**src/rtl/interrupt_fsm.sv**
```systemverilog
// Interrupt entry sequencer: on a pending request it stalls fetch, injects pushes
// of PC and flags, loads the vector address, then drains the pipeline with NOPs.
module interrupt_fsm #(
  parameter logic [31:0] VECTOR_ADDR  = 32'h0000_0010,
  parameter logic [15:0] NOP_INSTR    = 16'h0000,
  parameter logic [15:0] PUSH_INSTR   = 16'h2800,
  parameter int          DRAIN_CYCLES = 3
) (
  input  logic        clk,
  input  logic        reset,
  input  logic        intr,
  input  logic        busy,
  input  logic        rti,
  input  logic [31:0] pc_current,
  input  logic [4:0]  ccr_current,
  output logic [15:0] out,
  output logic [15:0] push_data,
  output logic        stall,
  output logic        change_pc_int,
  output logic [31:0] pc,
  output logic        in_isr
);

  typedef enum logic [2:0] {
    IDLE, PUSH_HI, PUSH_LO, PUSH_CCR, JUMP, DRAIN
  } state_t;

  localparam logic [2:0] DRAIN_LAST = 3'(DRAIN_CYCLES - 1);

  state_t      state, state_nx;
  logic        pending;
  logic [31:0] saved_pc;
  logic [4:0]  saved_ccr;
  logic [2:0]  drain_cnt;
  logic        enter;

  assign enter = (state == IDLE) && pending && !busy && !in_isr;

  always_ff @(posedge clk) begin
    if (reset) begin
      state     <= IDLE;
      pending   <= 1'b0;
      in_isr    <= 1'b0;
      saved_pc  <= '0;
      saved_ccr <= '0;
      drain_cnt <= '0;
    end else begin
      state <= state_nx;
      // A new request landing on the entry edge stays pending for the next service
      if (intr)
        pending <= 1'b1;
      else if (enter)
        pending <= 1'b0;
      if (enter) begin
        saved_pc  <= pc_current;
        saved_ccr <= ccr_current;
      end
      if (state == JUMP)
        in_isr <= 1'b1;
      else if (rti && in_isr)
        in_isr <= 1'b0;
      drain_cnt <= (state == DRAIN) ? drain_cnt + 3'd1 : 3'd0;
    end
  end

  always_comb begin
    state_nx      = state;
    stall         = 1'b1;
    out           = NOP_INSTR;
    push_data     = 16'h0000;
    change_pc_int = 1'b0;
    pc            = 32'h0;
    unique case (state)
      IDLE: begin
        stall = 1'b0;
        if (enter) state_nx = PUSH_HI;
      end
      PUSH_HI: begin
        out       = PUSH_INSTR;
        push_data = saved_pc[31:16];
        state_nx  = PUSH_LO;
      end
      PUSH_LO: begin
        out       = PUSH_INSTR;
        push_data = saved_pc[15:0];
        state_nx  = PUSH_CCR;
      end
      PUSH_CCR: begin
        out       = PUSH_INSTR;
        push_data = {11'b0, saved_ccr};
        state_nx  = JUMP;
      end
      JUMP: begin
        change_pc_int = 1'b1;
        pc            = VECTOR_ADDR;
        state_nx      = DRAIN;
      end
      DRAIN: begin
        if (drain_cnt == DRAIN_LAST) state_nx = IDLE;
      end
      default: begin
        stall    = 1'b0;
        state_nx = IDLE;
      end
    endcase
  end

endmodule

```
**config.mk**
```make
export PLATFORM = sky130hd
export DESIGN_NAME = interrupt_fsm
export DESIGN_NICKNAME = d
export VERILOG_FILES = /design/src/rtl/interrupt_fsm.sv
export SDC_FILE = /design/constraint.sdc
export NUM_CORES = 1
export LEC_CHECK = 0
export ABC_AREA = 1
export BUFFER_PORTS_ARGS = -buffer_cell sky130_fd_sc_hd__buf_2
export CORE_MARGIN = 2
export CORE_UTILIZATION = 46
export DETAILED_ROUTE_END_ITERATION = 12
export PLACE_DENSITY_LB_ADDON = 0.25
export SLEW_MARGIN = 10
export SYNTH_ARGS = -nofsm -noshare
export SYNTH_HDL_FRONTEND = slang
export SYNTH_SLANG_ARGS = --single-unit
```
**constraint.sdc**
```tcl
create_clock -name clk -period 2.1 [get_ports clk]
set_clock_uncertainty 0.1 [all_clocks]
set_input_delay 0.42 -clock clk [delete_from_list [all_inputs] [get_ports clk]]
set_output_delay 0.42 -clock clk [all_outputs]
set_load 0.02 [all_outputs]
```
---- Word level (Yosys, flattened, before mapping) ----
Cells that the tools add are included.
storage, ports and cells
  register bits ........................... 45
  input bits .............................. 42
  output and inout bits ................... 67
  word-level logic and storage cells ...... 41
cells by class
  add/sub/neg operators ................... 1
  equality and inequality tests ........... 8
  multiplexer cells ....................... 12
  bitwise gates (word level) .............. 1
  reductions and logical operators ........ 13
operators with widths
  kind                   count
  $pmux W16 S3           1
  $pmux W3 S6            1
  $mux W14               1
  $eq A3 B2 Y1 const B   3
  $eq A3 B3 Y1 const B   2
  $mux W1                6
  $mux W3                2
  $mux W5                1
  $reduce_or A5 Y1       1
  $logic_and A1 B1 Y1    4
  $reduce_bool A2 Y1     2
  $add A3 B1 Y3 const B  1
  $eq A3 B1 Y1 const B   1
  $logic_not A3 Y1       1
  $reduce_or A3 Y1       1
  $logic_not A1 Y1       2
  $ne A2 B1 Y1 const B   1
  $ne A2 B2 Y1 const B   1
  $reduce_and A2 Y1      1
  $reduce_or A2 Y1       1
  $not A1 Y1             1

---- Depth between registers and ports, before layout ----
  word-level depth ........................ 6
  mapped depth ............................ 9
  depth with buffers taken out ............ 6

---- Worst setup path after synthesis ----
Ideal clock, no wire load.
  path kind ............................... register -> output
  start point ............................. register state[1]
  end point ............................... output push_data[10]
  arrival ................................. 1.291 ns
  data required time ...................... 1.580 ns
  setup slack ............................. 0.289 ns
  cell stages (with the launch flop) ...... 8
  path buffers ............................ 2
  cells stage by stage .................... dfxtp_1 -> buf_4 -> inv_1 -> nand3_2 -> nand2_1 -> buf_2 -> nand3_1 -> nand2_1
between the ends
  word-level cells in the longest chain between the ends .. 2
  elaborated cells on any way between the ends .. 4
  classes of those cells .................. 3 x eq/ne; 1 x mux
ends and longest elaborated chain
  item                                          line  text
  start, declared                               30    state_t state, state_nx;
  start signal, assigned                        48    state <= state_nx;
  $eq A3 B2 Y1 or $eq A3 B1 Y1 (tied branches)  73    unique case (state)
  $pmux W16 S3 (*)                              73
  end, declared                                 17    output logic [15:0] push_data,
Mark *: on every way between the ends. The rest lies on a longest branch, timed or not.

---- Final worst setup path ----
  start point ............................. register state[2]
  end point ............................... output push_data[15]
The elaborated chain is that of the path after synthesis.

==> out/results.tsv <==
metric	value	unit
status	completed	
mappedNetlistArea	2615	um^2
cts-root-to-sink-buffers	2	
worst_hold_path.num_cells	3	
die_area	6304	um^2
ir_drop	0.0003203	V
ys_seq_elements	45	
cts_hold_buf	0	
reg2reg_setup_slack	530	ps
power_per_cell_area	772.6	nW/um^2
final.setup.tns	0	ps
synth.yosys.warnings	0	
min_period	2048	ps
p_leak	1.668	nW
r2r.worst_path.cells	8	
synth.distinct_cells	21	
grt.total_usage	16.77	%
grt_overflow	0	
floorplan.die.height	79.40	um
report.final.hold_viol_count	0	
flow.area_growth_from_synthesis	13.64	%
grt_pass1_vias	1928	
design.portCount	109	
antenna_violations_before_repair	0	
clockRootBuffer	sky130_fd_sc_hd__clkbuf_8	
final_antenna_net_count	0	
final-max-slew-violation-count	0	
post_route_fraction_of_the_period_consumed_by_the_critical_path	97.55	%
maxCapViolations	0	
most-common-layout-cells	sky130_fd_sc_hd__nand2_1, sky130_fd_sc_hd__nor2_1, sky130_fd_sc_hd__buf_2	
start_util	47.49	%
clkSlewWorstSetupHoldPaths	70	ps
rows	27	
synth_area_per_cell	6.332	um^2
main_combinational_cell_family_by_area_after_synthesis	simple AND/OR/NAND/NOR gates	
synth_adder_area_share	1.435	%
antenna_cells	0	
share_clk_of_total_power	23.3	%
die-width	79.40	um
proportion_of_layout_cells_with_a_drive_suffix_above_1	20.38	%
dpl.hpwl	3829	um
route.detailed.vias_per_inst	4.170	
seq_power_share	43.5	%
post-synth-top-area-cell	sky130_fd_sc_hd__dfxtp_1	
initialDrtViolationCount	114	
switching_share	36.07	%
r2r-start	state[0]$_SDFFE_PP0P_	
clock_latency	300	ps
endpoint_kind	output port	
finalSetupViolations	0	
io_buffers	63	
layout.cells.most_common	sky130_fd_sc_hd__nand2_1	
worst-endpoint-required	1580	ps
vias	2285	
worst_hold_startpoint	intr	
combPwrFrac	33.1	%
endpoint_of_the_most_critical_register_to_register_path	saved_pc[19]$_SDFFE_PP0P_	
min_path_type	in2reg	
intPower	1.468	mW
totalWireLength	5258	um
whs_endpoint	pending$_SDFFE_PP0P_	
clock.fmax	488.2	MHz
p_sw	828.0	uW
final.fill_count	594	
synthesized_area_fraction_occupied_by_ao_oa_aoi_and_oai_cells	0.9091	%
drt_pre_antenna_iters	5	
synth.mux.area_fraction	0	%
synth.top_cell.area_share	34.45	%
design.final.nets	521	
yosys.area_share.simple	36.22	%
worst_hold_slack	254.9	ps
critPathLaunchType	flip-flop	
ctsHtreeMaxLevel	2	
finalWeightedCongestion	0.8916	
synth-seq-area-share	34.45	%
grt_max_degree	49	
synth.top_cells.by_area	sky130_fd_sc_hd__dfxtp_1, sky130_fd_sc_hd__nand2_1, sky130_fd_sc_hd__nor2_1	
route.detailed.drc	0	
cts_num_sinks	45	
core_area	5507	um^2
critPathMaxFanout	8	
tritoncts	done	
worst_ep_arrival_time	1530	ps
detail_route.wl_per_cell	9.595	um
cts-buffers-inserted	5	
synthXorXnorAreaFrac	0.3349	%
critical_path_class	reg2out	
syn_inst	413	
first_pass_grt_wire_length	8355	um
## critical path: stages (launching register included)
cell and delay [ps]:
sky130_fd_sc_hd__dfxtp_4 400, sky130_fd_sc_hd__inv_4 70, sky130_fd_sc_hd__ha_1 190, sky130_fd_sc_hd__inv_2 70, sky130_fd_sc_hd__nand2_4 80, sky130_fd_sc_hd__buf_6 150, sky130_fd_sc_hd__nand3_1 70, sky130_fd_sc_hd__nand2_1 60
sky130_fd_sc_hd__buf_4 150
## area by class of cell
cell class	count	area [um^2]	share of cell area (%)
flip-flops and latches	45	907.1	30.53
well taps	72	90.09	3.032
repair buffers	76	442.9	14.91
clock buffers	7	86.33	2.905
multi-input cells	293	1232	41.47
inverters	55	212.7	7.158
## metal layers
layer  vias to the layer above  track usage (%)  share of wire (%)
met4                         0            7.759                2.0
li1                       1234                -                  -
met2                        82            26.86                 47
met1                       959            21.32                 45
met3                        10            3.959                6.4
met5                         -                0                  0
## Yosys cell counts
master and n:
sky130_fd_sc_hd__nand3_1 21, sky130_fd_sc_hd__buf_2 5, sky130_fd_sc_hd__nand2_1 113, sky130_fd_sc_hd__inv_1 54
sky130_fd_sc_hd__nor3_1 1, sky130_fd_sc_hd__buf_4 48, sky130_fd_sc_hd__nor2_4 1, sky130_fd_sc_hd__o21bai_1 1
sky130_fd_sc_hd__dfxtp_1 45, sky130_fd_sc_hd__a31oi_1 1, sky130_fd_sc_hd__nand2_2 1, sky130_fd_sc_hd__xnor2_1 1
sky130_fd_sc_hd__nor2_1 101, sky130_fd_sc_hd__nor2_2 1, sky130_fd_sc_hd__nand3_2 1, sky130_fd_sc_hd__buf_6 8
sky130_fd_sc_hd__inv_2 1, sky130_fd_sc_hd__a21oi_1 2, sky130_fd_sc_hd__conb_1 1, sky130_fd_sc_hd__ha_1 3
sky130_fd_sc_hd__buf_1 3
## stage by stage
step / area (um^2) / cells / util [%] / setup WS, ps / total power [mW]
finish: 2972 / 548 / 53.96 / 51.51 / 2.296
global route: 2972 / 548 / 53.96 / -15.56 / 2.437
CTS: 2873 / 542 / 52.17 / 18.63 / 2.209
detailed placement: 2769 / 535 / 50.28 / 147.9 / 1.664
global placement: 2769 / 535 / 50.28 / 203.7 / 1.654
floorplan: 2780 / 457 / - / 288.9 / 1.599
## power groups by stage
stage                     clock network, mW  logic [mW]  registers (mW)
after global routing                  0.580       0.846            1.01
final                                 0.536       0.760            1.00
after floorplan                           0       0.606           0.993
after CTS                             0.546       0.671           0.992
after detailed placement                  0       0.653            1.01
after global placement                    0       0.645            1.01
## timing repair
action | 4_1_cts | 5_1_grt
pin swaps | 0 | 2
gates resized for setup | 6 | 19
gates cloned | 0 | 1
setup buffers | 0 | 5
setup endpoints to repair | 18 | 16
## flip-flops by register name (all words and copies together), names as in the netlist
signal,cells
saved_pc,32
saved_ccr,5
drain_cnt,3
state,3
in_isr,1
pending,1
## worst max path at each step
stage          depth (start not counted)  slack [ps]             startpoint             to
6_report                               8          50  state[2]$_SDFFE_PP0P_  push_data[15]
5_1_grt                                8         -20  state[2]$_SDFFE_PP0P_  push_data[15]
4_1_cts                                6          20  state[2]$_SDFFE_PP0P_   push_data[2]
3_5_place_dp                           6         150  state[2]$_SDFFE_PP0P_   push_data[1]
3_3_place_gp                           7         200  state[2]$_SDFFE_PP0P_   push_data[0]
2_1_floorplan                          7         290  state[1]$_SDFFE_PP0P_  push_data[10]
## kinds of logic (layout without fill, tap and decap cells)
family          count (synthesis)  in the layout
other cells                     1             45
buf+inv                       119            138
fa+ha+maj                       3              3
compound gates                  4              4
simple gates                  240            240
flops                          45             45
xor+xnor                        1              1
Power figures use the tool's default switching activity.
